<file path="src/rtl/data_unit.sv">
// Operand-fetch / write-back slice: 8x16 register file, A/B operand latches,
// write-back mux and immediate generator with UI register. Optional macro: DATA_BYPASS_EN.
module data_unit #(
    parameter int unsigned DATA_WIDTH = 16,
    parameter int unsigned NUM_REGS   = 8
) (
    input  logic                          CLK,
    input  logic                          RST_N,
    input  logic [$clog2(NUM_REGS)-1:0]   input_reg_readA_address,
    input  logic [$clog2(NUM_REGS)-1:0]   input_reg_readB_address,
    input  logic                          input_reg_write,
    input  logic [$clog2(NUM_REGS)-1:0]   input_reg_write_address,
    input  logic [DATA_WIDTH-1:0]         input_imm,
    input  logic [DATA_WIDTH-1:0]         input_ALUOut,
    input  logic [DATA_WIDTH-1:0]         input_MDR,
    input  logic                          memToReg,
    output logic [DATA_WIDTH-1:0]         output_reg_A,
    output logic [DATA_WIDTH-1:0]         output_reg_B,
    output logic [DATA_WIDTH-1:0]         output_imm
);

    localparam int unsigned UI_W     = 10;
    localparam int unsigned SE7_PAD  = DATA_WIDTH - 7;
    localparam int unsigned SE13_PAD = DATA_WIDTH - 13;

    localparam logic [2:0] OP_2RI = 3'b001;
    localparam logic [2:0] OP_RI  = 3'b010;
    localparam logic [2:0] OP_L   = 3'b011;
    localparam logic [2:0] OP_UJ  = 3'b100;

    logic [DATA_WIDTH-1:0] r_regs [NUM_REGS];
    logic [UI_W-1:0]       r_ui;

    logic [DATA_WIDTH-1:0] w_wdata;
    logic [DATA_WIDTH-1:0] w_rd_a;
    logic [DATA_WIDTH-1:0] w_rd_b;
    logic [DATA_WIDTH-1:0] w_imm;
    logic                  w_ui_load;

    // Write-back source and operand read (optionally forwarding the write data)
    always_comb begin
        w_wdata = memToReg ? input_MDR : input_ALUOut;
        w_rd_a  = r_regs[input_reg_readA_address];
        w_rd_b  = r_regs[input_reg_readB_address];
`ifdef DATA_BYPASS_EN
        if (input_reg_write && (input_reg_write_address == input_reg_readA_address)) begin
            w_rd_a = w_wdata;
        end
        if (input_reg_write && (input_reg_write_address == input_reg_readB_address)) begin
            w_rd_b = w_wdata;
        end
`endif
    end

    // Immediate decode; RI concatenates the currently held UI
    always_comb begin
        w_imm     = '0;
        w_ui_load = 1'b0;
        case (input_imm[2:0])
            OP_2RI:  w_imm = DATA_WIDTH'({{SE7_PAD{input_imm[15]}}, input_imm[15:9]});
            OP_RI:   w_imm = DATA_WIDTH'({r_ui, input_imm[11:6]});
            OP_L:    w_ui_load = 1'b1;
            OP_UJ:   w_imm = DATA_WIDTH'({{SE13_PAD{input_imm[15]}}, input_imm[15:3]});
            default: w_imm = '0;
        endcase
    end

    always_ff @(posedge CLK or negedge RST_N) begin
        if (!RST_N) begin
            for (int i = 0; i < int'(NUM_REGS); i++) begin
                r_regs[i] <= '0;
            end
        end else if (input_reg_write) begin
            r_regs[input_reg_write_address] <= w_wdata;
        end
    end

    always_ff @(posedge CLK or negedge RST_N) begin
        if (!RST_N) begin
            r_ui <= '0;
        end else if (w_ui_load) begin
            r_ui <= input_imm[15:6];
        end
    end

    always_ff @(posedge CLK or negedge RST_N) begin
        if (!RST_N) begin
            output_reg_A <= '0;
            output_reg_B <= '0;
            output_imm   <= '0;
        end else begin
            output_reg_A <= w_rd_a;
            output_reg_B <= w_rd_b;
            output_imm   <= w_imm;
        end
    end

endmodule

</file>
<file path="config.mk">
export PLATFORM = sky130hd
export DESIGN_NAME = data_unit
export DESIGN_NICKNAME = d
export VERILOG_FILES = /design/src/rtl/data_unit.sv
export SDC_FILE = /design/constraint.sdc
export NUM_CORES = 1
export LEC_CHECK = 0
export CORE_MARGIN = 5
export CORE_UTILIZATION = 30
export CTS_CLUSTER_DIAMETER = 200
export CTS_CLUSTER_SIZE = 10
export DETAILED_ROUTE_END_ITERATION = 16
export SYNTH_ARGS = -nofsm -noshare
export SYNTH_HDL_FRONTEND = slang
export SYNTH_SLANG_ARGS = --single-unit
</file>
<file path="constraint.sdc">
create_clock -name CLK -period 4 [get_ports CLK]
set_clock_uncertainty 0.05 [all_clocks]
set_input_delay 0.8 -clock CLK [delete_from_list [all_inputs] [get_ports CLK]]
set_output_delay 0.8 -clock CLK [all_outputs]
set_load 0.005 [all_outputs]
</file>
==> Yosys cells after proc, flatten, opt, wreduce, memory -nomap -nowiden <==
Index checks and enable logic that the tools add are counted.
Widths: inputs -> output; s select.
{ "classes": {"n_lt_le_gt_ge": 4, "n_eq_ne": 4, "muxes": 12, "bitwise_logic": 3, "n_reduce_logical": 1} }
{ "ops": {"columns": ["cell", "count"], "rows": [
  ["$bwmux 128", 1],
  ["$bmux 16 s3", 2],
  ["$mux 16", 6],
  ["$demux 16 s3", 1],
  ["$pmux 16 s3", 1],
  ["$ge 4x4->1 const B", 3],
  ["$not 3->4", 3],
  ["$eq 3x2->1 const B", 2],
  ["$lt 4x1->1 const B", 1],
  ["$eq 3x1->1 const B", 1],
  ["$eq 3x3->1 const B", 1],
  ["$logic_and 1x1->1", 1],
  ["$mux 1", 1]
]} }
{ "word_totals": {"register_bits": 186, "in_bits": 61, "output_inout_bits": 48, "word_cells": 36} }

==> Logic depth before layout (Yosys ltp) <==
Gate-level depths: netlist of run 1.
{ "logic_depth": {"depth_word": 6, "mapped_depth": 5, "mapped_depth_nobuf": 3} }

==> Worst setup path after synthesis of run 1 <==
Ideal clock, no wire load.
{ "synth_path": {"path_type": "input port to flip-flop", "start": "input input_reg_readA_address[0]", "end": "register output_reg_A[1]", "t_arrival_ns": 1.834, "path_slack_ns": 1.992, "stages": 4, "cell_sequence": "buf_6 > buf_6 > mux4_1 > mux2_2"} }
{ "synth_via": {"elab_chain_len": 4} }
{ "synth_rtl": {"columns": ["element", "line", "text"], "rows": [
  ["start: declaration", "9", "input logic [$clog2(NUM_REGS)-1:0] input_reg_readA_address,"],
  ["$not 3->4 (not written as such)", "43", "w_rd_a = r_regs[input_reg_readA_address];"],
  ["$bmux 16 s3", "43", null],
  ["$mux 16 (not written as such) (2 in series)", "43", null],
  ["net w_rd_a[1]", "35", "logic [DATA_WIDTH-1:0] w_rd_a;"],
  ["end signal: assignment", "92", "output_reg_A <= w_rd_a;"],
  ["end: declaration", "17", "output logic [DATA_WIDTH-1:0] output_reg_A,"]
]} }
The timed path passes the listed nets, and every way through them passes these cells. The select of a mux whose other input is x is not followed.
A chain may end at the register's enable or synchronous reset.

==> Worst setup path after layout of run 1 <==
{ "layout_path": {"start": "input memToReg", "end": "register r_regs[26] (netlist bit)"} }
{ "layout_via": {"elab_chain_len": 2} }
{ "layout_rtl": {"columns": ["element", "line", "text"], "rows": [
  ["start: declaration", "16", "input logic memToReg,"],
  ["$mux 16", "42", "w_wdata = memToReg ? input_MDR : input_ALUOut;"],
  ["$bwmux 128", "74", "r_regs[input_reg_write_address] <= w_wdata;"],
  ["end signal: indexed assignment", "74", null],
  ["end: declaration", "31", "logic [DATA_WIDTH-1:0] r_regs [NUM_REGS];"]
]} }
No other way between the ends.

==> results of run 1 <==
-- state kept, by name (all words and copies together) (netlist names) --
name          flops
output_imm       16
r_regs          128
r_ui             10
output_reg_B     16
output_reg_A     16
-- path summary, 6_finish.rpt --
path,startpoint,to,slack [ns],cells past startpoint
min,RST_N,output_imm[4],0.38,1
min reg2reg,r_regs[69],r_regs[69],0.44,2
max in group asynchronous,RST_N,r_regs[100],2.56,2
min in group CLK,r_regs[69],r_regs[69],0.44,2
max,memToReg,r_regs[26],1.25,4
max reg2reg,r_regs[78],output_reg_B[14],2.59,2
-- cells in the mapped netlist --
master	number	area, sq um
sky130_fd_sc_hd__a21oi_1	68	340
sky130_fd_sc_hd__a22oi_1	12	90.1
sky130_fd_sc_hd__and3b_1	1	8.76
sky130_fd_sc_hd__and4bb_2	1	12.5
sky130_fd_sc_hd__buf_1	6	22.5
sky130_fd_sc_hd__buf_2	12	60.1
sky130_fd_sc_hd__buf_4	1	7.51
sky130_fd_sc_hd__buf_6	8	90.1
sky130_fd_sc_hd__clkbuf_1	23	86.3
sky130_fd_sc_hd__clkbuf_2	2	10.0
sky130_fd_sc_hd__dfrtp_1	186	4650
sky130_fd_sc_hd__mux2_2	42	473
sky130_fd_sc_hd__mux2i_1	16	160
sky130_fd_sc_hd__mux4_1	56	1470
sky130_fd_sc_hd__mux4_2	8	180
sky130_fd_sc_hd__nand2_1	72	270
sky130_fd_sc_hd__nand4_1	1	6.26
sky130_fd_sc_hd__nand4b_1	3	26.3
sky130_fd_sc_hd__nor2_1	64	240
sky130_fd_sc_hd__nor2b_1	2	12.5
sky130_fd_sc_hd__nor3b_2	1	12.5
sky130_fd_sc_hd__nor4b_2	1	15.0
sky130_fd_sc_hd__nor4bb_1	2	20.0
sky130_fd_sc_hd__o21ai_0	80	400
-- final cells by class --
| cell class | count | share of cell area |
|---|---|---|
| multi-input cells | 430 | 0.352 |
| clock buffers | 17 | 0.0396 |
| clock inverters | 15 | 0.0141 |
| flip-flops and latches | 186 | 0.433 |
| well taps | 384 | 0.0447 |
| repair buffers | 130 | 0.116 |
-- critical path: stages --
cell                              delay, ns
sky130_fd_sc_hd__clkdlybuf4s50_1       1.06
sky130_fd_sc_hd__buf_4                 0.28
sky130_fd_sc_hd__mux2i_1               0.62
sky130_fd_sc_hd__o21ai_0               0.21
-- cells by family (layout without fill, tap and decap cells) --
kind of cell | after synthesis | after routing | share of synthesized area
mux | 122 | 122 | 0.263
flops | 186 | 186 | 0.537
compound gates | 160 | 160 | 0.0958
simple gates | 148 | 148 | 0.0720
buf+inv | 52 | 162 | 0.0319
-- power groups by stage --
stage	logic, mW	registers (mW)	clock network [mW]
6_report	1.12	2.50	1.66
5_1_grt	1.23	2.55	1.77
4_1_cts	1.14	2.50	1.69
3_5_place_dp	1.13	2.53	0
3_3_place_gp	1.11	2.51	0
2_1_floorplan	0.655	2.47	0
-- stage by stage --
stage / power [mW] / setup WS [ns] / utilization
floorplan: 3.13 / 1.99 / -
global placement: 3.62 / 0.901 / 0.355
detailed placement: 3.66 / 0.787 / 0.355
CTS: 5.32 / 1.25 / 0.375
global route: 5.56 / 1.12 / 0.375
finish: 5.27 / 1.25 / 0.375
-- layer usage --
layer | GRT usage | vias to the layer above | wire [microns]
met4 | 0.0323 | 0 | 309
met2 | 0.233 | 136 | 10900
met5 | 0 | - | 0
met3 | 0.0465 | 21 | 1400
met1 | 0.169 | 2828 | 8990
li1 | - | 2685 | -
==> summary.log, run 1 <==
qor: timing.tightestPinTransition 0.918 ns
qor: die.chipWidth 180 microns
qor: grt.global_route_usage_over_all_layers 0.137
qor: routing.num_vias 5670
qor: final_layout.multiInputGateArea 3780 sq um
qor: timing.final-max-slew-violation-count 0
qor: final_layout.final_cell_mix 186 x sky130_fd_sc_hd__dfrtp_1, 105 x sky130_fd_sc_hd__clkdlybuf4s50_1, 80 x sky130_fd_sc_hd__o21ai_0
qor: placed_design.placedCellCount 1130
qor: power_and_ir_drop.leakage 4.54 nW
qor: cts.hold_buffers 0
qor: die.core_area 28600 sq um
qor: setup_path.end_kind flop
qor: timing.finalHoldViolations 0
qor: setup_path.setup.worst_path.start_class input port
qor: min_path.hp-class in -> async
qor: power_and_ir_drop.p_clk_frac 0.315
qor: die.floorplan_die_area 32400 sq um
qor: logic_synthesis.count_of_warnings_emitted_by_yosys 0
qor: routing.post-route-drc-count 0
qor: logic_synthesis.synth.avg_cell_area 13.0 sq um
qor: timing.grt_setup_unrepaired no
qor: logic_synthesis.syn-num-nets 729
qor: die.num_rows 62
qor: timing.worst_slew_margin_rel 0.387
qor: routing.detail_route.vias_per_cell 4.88
qor: logic_synthesis.postSynthCellCount 668
qor: cts.clock_latency 0.44 ns
qor: final_layout.seqCellArea 4650 sq um
qor: final_layout.layout.nets 826
qor: run.max_cap_viol_count 0
qor: grt.vias_in_the_first_global_route 5958
qor: power_and_ir_drop.power.sequential.fraction 0.473
qor: grt.number_of_antenna_violations_at_the_first_check_in_global_routing 0
qor: placed_design.dp.final_hpwl 13800 microns
qor: final_layout.final_design_area_no_fill 10700 sq um
qor: logic_synthesis.seq_area_frac_synth 0.537
qor: power_and_ir_drop.combPwrFrac 0.212
qor: routing.drt_iter0_drc 368
qor: die.die_h 180 microns
qor: cts.cts.repair.resized 0
qor: timing.setup_violations 0
qor: logic_synthesis.yosysUniqueCellTypes 24
qor: cts.tritoncts yes
qor: logic_synthesis.ys_seq_elements 186
qor: routing.detailedRoute.firstPassIterationCount 5
qor: timing.fmax 0.364 GHz
qor: routing.drt-total-wl 21500 microns
qor: routing.drt-wirelength-per-cell 18.5 microns
qor: timing.period_needed 2.75 ns
qor: timing.fin_setup_tns 0 ns
qor: final_layout.layout.cells.most_common sky130_fd_sc_hd__dfrtp_1
qor: setup_path.worstPathArrival 2.99 ns
qor: final_layout.areaGrowthSynthToFinish 23.9%
qor: cts.cts_post_setup_buffers_inserted 0
qor: power_and_ir_drop.switching_share 0.282
qor: power_and_ir_drop.ir_drop 0.000276 V
qor: final_layout.final-instance-count-excl-fill 1162
qor: grt.grt_overflow 0
qor: timing.whs 0.377 ns
qor: placed_design.place.port_buffers 108
qor: grt.wire_length_of_the_first_global_routing_pass 34700 microns
qor: placed_design.final_weighted_congestion_in_routability_driven_placement 0.724
qor: cts.clockBufferDepth 2
qor: setup_path.criticalPathCategory in -> reg
qor: final_layout.fillCellCount 2741
qor: setup_path.cp_data_required_time 4.24 ns
qor: final_layout.antennaDiodeCount 0
qor: cts.clock-sinks 186
qor: logic_synthesis.synth_area 8670 sq um
qor: power_and_ir_drop.p_sw 1.49 mW
qor: grt.grt_max_degree 90
qor: timing.final_min_period_over_clock_period 0.688
qor: power_and_ir_drop.power_per_cell_area 491 nW/um^2
qor: die.start_util 0.303
qor: outcome.run_status finished clean
qor: setup_path.path_max_fanout 12
qor: die.ioPinCount 109
qor: cts.cts_root_buffer sky130_fd_sc_hd__clkbuf_16
qor: cts.clock_pin_slew_on_the_worst_setup_and_hold_paths 0.08 ns
qor: cts.numCtsBuffers 17
qor: routing.antenna_violating_nets_post_route 0
qor: final_layout.final_layout_size_suffix_gt1_frac 0.144
qor: power_and_ir_drop.cellInternalPower 3.78 mW
qor: placed_design.post_dp_area 10200 sq um
qor: cts.htree_num_levels 4
(Power assumes the default switching activity.)
==> run 2, diff against run 1 <==
- clock period: 4 -> 2.3 ns (I/O delays scaled with it)
==> summary.log, run 2 (same netlist as run 1, synthesis figures left out) <==
qor: die.chipWidth 180 microns [unchanged]
qor: routing.drt-wirelength-per-cell 18.2 microns [-2.1%]
qor: cts.numCtsBuffers 17 [unchanged]
qor: setup_path.reg2reg_from r_regs[65]
qor: run.max_cap_viol_count 0 [unchanged]
qor: setup_path.worstPathArrival 1.34 ns [-1.65 ns]
qor: routing.met3_wirelength 1200 microns [-14%]
qor: grt.wire_length_of_the_first_global_routing_pass 34700 microns [-0.16%]
qor: setup_path.cp_data_required_time 1.79 ns [-2.45 ns]
qor: setup_path.cp-startpoint output_reg_B[5]
qor: final_layout.final_layout_size_suffix_gt1_frac 0.162 [+0.0177]
qor: die.num_rows 62 [unchanged]
qor: cts.clockBufferDepth 2 [unchanged]
qor: routing.drt_iter0_drc 204 [-45%]
qor: final_layout.antennaDiodeCount 0 [unchanged]
qor: die.die_h 180 microns [unchanged]
qor: routing.num_vias 5741 [+1.3%]
qor: grt.global_route_usage_over_all_layers 0.136 [-0.00145]
qor: setup_path.critical_path_cell_by_cell clkdlybuf4s50_1
qor: timing.worst_slew_margin_rel 0.689 [+0.302]
qor: min_path.hp-class reg -> reg
qor: final_layout.final_util 0.389 [+0.0137]
qor: final_layout.layout.nets 846 [+2.4%]
qor: final_layout.areaGrowthSynthToFinish 28.4%
qor: setup_path.cp_slowest_stage_delay 0.52 ns [-0.54 ns]
qor: power_and_ir_drop.leakage 4.73 nW [+4.2%]
qor: die.floorplan_die_area 32400 sq um [unchanged]
qor: timing.grt_setup_unrepaired no
qor: grt.grt_max_degree 56 [-38%]
qor: setup_path.setup.worst_path.start_class flop
qor: cts.clock_latency 0.43 ns [about the same]
qor: timing.setup_violations 0 [unchanged]
qor: cts.clock-sinks 186 [unchanged]
qor: power_and_ir_drop.ir_drop 0.000406 V [+47%]
qor: placed_design.post-place-ws 0.205 ns [-0.582 ns]
qor: cts.tritoncts yes
qor: routing.antenna_violating_nets_post_route 0 [unchanged]
qor: setup_path.cp_slowest_cell sky130_fd_sc_hd__clkdlybuf4s50_1
qor: outcome.run_status finished clean
qor: power_and_ir_drop.switching_share 0.254 [-0.0282]
qor: placed_design.post_dp_area 10500 sq um [+3.2%]
qor: placed_design.placedCellCount 1149 [+1.7%]
qor: placed_design.dp.final_hpwl 13500 microns [-1.5%]
qor: die.ioPinCount 109 [unchanged]
qor: timing.final-max-slew-violation-count 0 [unchanged]
qor: power_and_ir_drop.combPwrFrac 0.210 [-0.002]
qor: timing.tightestPinTransition 0.467 ns [-0.451 ns]
qor: setup_path.timing.reg2reg.worst_path_depth 2 [unchanged]
qor: final_layout.largest_reg_flops 128 [unchanged]
qor: setup_path.cp_num_cells 1 [-3]
qor: timing.whs 0.444 ns [+0.0665 ns]
qor: routing.detailedRoute.firstPassIterationCount 6 [+1]
qor: timing.timing.final.ws_setup 0.446 ns [-0.804 ns]
qor: power_and_ir_drop.p_clk_frac 0.328 [+0.013]
qor: power_and_ir_drop.power.sequential.fraction 0.461 [-0.012]
qor: final_layout.final_design_area_no_fill 11100 sq um [+3.6%]
qor: routing.post-route-drc-count 0 [unchanged]
qor: setup_path.criticalPathCategory reg -> out
qor: grt.number_of_antenna_violations_at_the_first_check_in_global_routing 0 [unchanged]
qor: placed_design.final_weighted_congestion_in_routability_driven_placement 0.733 [+1.3%]
qor: setup_path.crit_family buffers and inverters
qor: timing.final_min_period_over_clock_period 0.806
qor: routing.highest-signal-layer met4
qor: final_layout.regMostFlops r_regs
qor: timing.fmax 0.539 GHz
qor: final_layout.layout.cells.most_common sky130_fd_sc_hd__dfrtp_1
qor: timing.finalHoldViolations 0 [unchanged]
qor: power_and_ir_drop.cellInternalPower 7.07 mW [+87%]
qor: cts.cts_post_setup_buffers_inserted 0 [unchanged]
qor: setup_path.worstPathBufferInverterCount 1 [-1]
qor: cts.htree_num_levels 4 [unchanged]
qor: setup_path.critical_path.reg2reg.endpoint output_reg_A[1]
qor: routing.detail_route.vias_per_cell 4.86 [-0.46%]
qor: final_layout.final-instance-count-excl-fill 1182 [+1.7%]
qor: die.start_util 0.303 [unchanged]
qor: final_layout.final_cell_mix 186 x sky130_fd_sc_hd__dfrtp_1, 105 x sky130_fd_sc_hd__clkdlybuf4s50_1, 80 x sky130_fd_sc_hd__o21ai_0
qor: timing.period_needed 1.85 ns
qor: grt.grt_overflow 0 [unchanged]
qor: timing.fin_setup_tns 0 ns [unchanged]
qor: grt.vias_in_the_first_global_route 6186 [+3.8%]
qor: routing.route.met2.wl 10700 microns [-1.0%]
qor: setup_path.path_max_fanout 1 [-11]
qor: setup_path.regToRegSetupSlack 0.93 ns [-1.66 ns]
qor: power_and_ir_drop.post_route_total_power 9.48 mW [+80%]
qor: cts.clock_pin_slew_on_the_worst_setup_and_hold_paths 0.07 ns [about the same]
qor: routing.met1_length 9210 microns [+2.5%]
qor: setup_path.critPathCapture output_reg_B[5]
qor: power_and_ir_drop.power_per_cell_area 852 nW/um^2 [+74%]
qor: setup_path.end_kind primary output
qor: power_and_ir_drop.p_sw 2.41 mW [+62%]
qor: cts.cts_root_buffer sky130_fd_sc_hd__clkbuf_16
qor: placed_design.place.port_buffers 108 [unchanged]
qor: routing.drt-total-wl 21500 microns [-0.38%]
qor: die.core_area 28600 sq um [unchanged]
## run 2: routing by layer
layer / vias to the layer above / GRT usage
li1: 2721 / -
met1: 2842 / 0.167
met2: 152 / 0.233
met3: 26 / 0.0382
met4: 0 / 0.0384
met5: - / 0
## run 2: timing repair
item                                   in CTS  in global routing
hold buffers                                1                  0
gates resized for setup                     0                  0
endpoints found under the hold margin      42                  0
## run 2: cell type report
class / count / area (sq um)
fillers: 2706 / 17500
flip-flops and latches: 186 / 4650
multi-input cells: 430 / 3780
repair buffers: 150 / 1590
well taps: 384 / 480
clock buffers: 21 / 460
clock inverters: 11 / 168
## run 2: power by group through the flow
stage | clock, mW | combinational [mW] | sequential [mW]
6_report | 3.11 | 1.99 | 4.37
4_1_cts | 3.19 | 2.03 | 4.38
2_1_floorplan | 0 | 1.14 | 4.30
3_5_place_dp | 0 | 2.02 | 4.43
5_1_grt | 3.34 | 2.20 | 4.46
3_3_place_gp | 0 | 1.97 | 4.39
## run 2: how the worst min path moves through the flow
stage | depth (start not counted) | end | start | slack [ns]
after floorplan | 0 | output_imm[0] | RST_N | 0.11
after global placement | 1 | r_ui[9] | RST_N | 0.38
after detailed placement | 1 | output_imm[10] | RST_N | 0.38
after CTS | 2 | r_regs[66] | r_regs[66] | 0.45
after global routing | 1 | r_ui[4] | r_ui[4] | 0.47
final | 2 | r_regs[41] | r_regs[41] | 0.44
==> run 3, diff against run 2 <==
- clock period: 2.3 -> 1.7 ns (I/O delays scaled with it)
==> summary.log, run 3 (same netlist as run 1, synthesis figures left out) <==
qor: timing.fmax 0.603 GHz
qor: cts.clock-sinks 186 [unchanged]
qor: grt.number_of_antenna_violations_at_the_first_check_in_global_routing 0 [unchanged]
qor: grt.wire_length_of_the_first_global_routing_pass 34700 microns [about the same]
qor: cts.clock_pin_slew_on_the_worst_setup_and_hold_paths 0.08 ns [about the same]
qor: cts.tritoncts yes
qor: routing.drt_iter0_drc 298 [+46%]
qor: routing.detailedRoute.firstPassIterationCount 4 [-2]
qor: routing.num_vias 5776 [+0.61%]
qor: setup_path.cp_data_required_time 1.31 ns [-0.48 ns]
qor: routing.drt-total-wl 21400 microns [-0.38%]
qor: placed_design.post_dp_area 10600 sq um [+1.5%]
qor: setup_path.worstPathArrival 1.27 ns [-0.07 ns]
qor: timing.finalHoldViolations 0 [unchanged]
qor: final_layout.largest_reg_flops 128 [unchanged]
qor: timing.tightestPinTransition 0.329 ns [-0.137 ns]
qor: cts.clock_latency 0.44 ns [about the same]
qor: routing.drt-wirelength-per-cell 17.9 microns [-1.4%]
qor: timing.grt_setup_unrepaired no
qor: final_layout.layout.nets 858 [+1.4%]
qor: grt.grt_max_degree 54 [-3.6%]
qor: placed_design.place.port_buffers 108 [unchanged]
qor: routing.post-route-drc-count 0 [unchanged]
qor: setup_path.critical_path.reg2reg.endpoint output_reg_A[5]
qor: final_layout.antennaDiodeCount 0 [unchanged]
qor: power_and_ir_drop.power_per_cell_area 1100 nW/um^2 [+30%]
qor: setup_path.end_kind primary output
qor: power_and_ir_drop.ir_drop 0.000782 V [+93%]
qor: die.start_util 0.303 [unchanged]
qor: min_path.hp-class in -> async
qor: setup_path.criticalPathCategory reg -> out
qor: grt.global_route_usage_over_all_layers 0.135 [about the same]
qor: grt.grt_overflow 0 [unchanged]
qor: outcome.run_status finished clean
qor: setup_path.critical_path_cell_by_cell clkdlybuf4s50_1
qor: final_layout.areaGrowthSynthToFinish 29.6%
qor: timing.fin_setup_tns 0 ns [unchanged]
qor: routing.detail_route.vias_per_cell 4.84 [-0.40%]
qor: placed_design.dp.final_hpwl 14100 microns [+4.0%]
qor: final_layout.regMostFlops r_regs
qor: final_layout.final_cell_mix 186 x sky130_fd_sc_hd__dfrtp_1, 80 x sky130_fd_sc_hd__o21ai_0, 72 x sky130_fd_sc_hd__nand2_1
qor: final_layout.layout.cells.most_common sky130_fd_sc_hd__dfrtp_1
qor: power_and_ir_drop.post_route_total_power 12.4 mW [+31%]
qor: setup_path.cp_slowest_cell sky130_fd_sc_hd__clkdlybuf4s50_1
qor: die.core_area 28600 sq um [unchanged]
qor: final_layout.final_design_area_no_fill 11200 sq um [+0.93%]
qor: setup_path.worstPathBufferInverterCount 1 [unchanged]
qor: final_layout.final_util 0.393 [+0.00363]
qor: setup_path.reg2reg_from r_regs[69]
qor: timing.timing.final.ws_setup 0.0412 ns [-0.405 ns]
qor: cts.htree_num_levels 4 [unchanged]
qor: die.ioPinCount 109 [unchanged]
qor: grt.vias_in_the_first_global_route 6093 [-1.5%]
qor: final_layout.final_layout_size_suffix_gt1_frac 0.177 [+0.0149]
qor: timing.final-max-slew-violation-count 0 [unchanged]
qor: setup_path.crit_family buffers and inverters
qor: die.chipWidth 180 microns [unchanged]
qor: placed_design.final_weighted_congestion_in_routability_driven_placement 0.739 [+0.83%]
qor: setup_path.cp_num_cells 1 [unchanged]
qor: cts.numCtsBuffers 17 [unchanged]
qor: setup_path.path_max_fanout 1 [unchanged]
qor: setup_path.setup.worst_path.start_class flop
qor: cts.cts_post_setup_buffers_inserted 0 [unchanged]
qor: die.floorplan_die_area 32400 sq um [unchanged]
qor: placed_design.post-place-ws -0.257 ns [-0.462 ns]
qor: run.max_cap_viol_count 0 [unchanged]
qor: timing.period_needed 1.66 ns
qor: cts.clockBufferDepth 2 [unchanged]
qor: timing.final_min_period_over_clock_period 0.976
qor: die.die_h 180 microns [unchanged]
qor: cts.cts_root_buffer sky130_fd_sc_hd__clkbuf_16
qor: timing.setup_violations 0 [unchanged]
qor: setup_path.timing.reg2reg.worst_path_depth 2 [unchanged]
qor: power_and_ir_drop.leakage 5.02 nW [+6.2%]
qor: die.num_rows 62 [unchanged]
qor: timing.worst_slew_margin_rel 0.781 [+0.0917]
qor: setup_path.regToRegSetupSlack 0.34 ns [-0.59 ns]
qor: routing.antenna_violating_nets_post_route 0 [unchanged]
qor: setup_path.cp_slowest_stage_delay 0.49 ns [-0.03 ns]
-- run 3: report_power, final --
| part | switching (mW) | internal (mW) | leakage (nW) | total (mW) |
|---|---|---|---|---|
| clock network | 1.93 | 1.96 | 0.282 | 3.89 |
| logic | 1.01 | 1.60 | 2.51 | 2.61 |
| registers | 0.567 | 5.34 | 2.23 | 5.91 |
| total | 3.50 | 8.91 | 5.02 | 12.4 |
-- run 3: per-stage QoR --
| step | std cells | hold WS [ns] |
|---|---|---|
| 2_1_floorplan | 668 | -0.00559 |
| 3_3_place_gp | 1161 | 0.198 |
| 3_5_place_dp | 1161 | 0.202 |
| 4_1_cts | 1194 | 0.291 |
| 5_1_grt | 1194 | 0.313 |
| 6_report | 1194 | 0.293 |
-- run 3: worst max-delay path by stage --
stage                                     startpoint          endpoint
final                                output_reg_A[3]   output_reg_A[3]
after global routing                 output_reg_A[4]   output_reg_A[4]
after CTS                           output_reg_A[13]  output_reg_A[13]
after detailed placement  input_reg_readB_address[2]   output_reg_B[0]
after global placement    input_reg_readB_address[2]   output_reg_B[0]
after floorplan           input_reg_readA_address[0]   output_reg_A[1]
-- run 3: cell type report --
class                           instances  area [sq um]
Multi-Input combinational cell        430          3780
Tap cell                              384           480
Clock inverter                         15           153
Sequential cell                       186          4650
Fill cell                            2708         17400
Clock buffer                           17           425
Timing Repair Buffer                  162          1740
-- run 3: layer usage --
metal / global-route usage / share of wire / wire, microns
met1: 0.177 / 0.44 / 9510
met2: 0.226 / 0.49 / 10600
met3: 0.0325 / 0.050 / 1070
met4: 0.0384 / 0.011 / 232
met5: 0 / 0 / 0
-- run 3: worst reg2reg max path, stage by stage, from the launching register on --
cell	delay, ns
sky130_fd_sc_hd__dfrtp_1	0.39
sky130_fd_sc_hd__mux4_1	0.51
sky130_fd_sc_hd__mux2_2	0.30
-- run 3: what timing repair did --
item,4_1_cts,5_1_grt
hold buffers,1,0
hold endpoints to repair,25,0
resized for setup,25,13
setup endpoints to repair,25,13
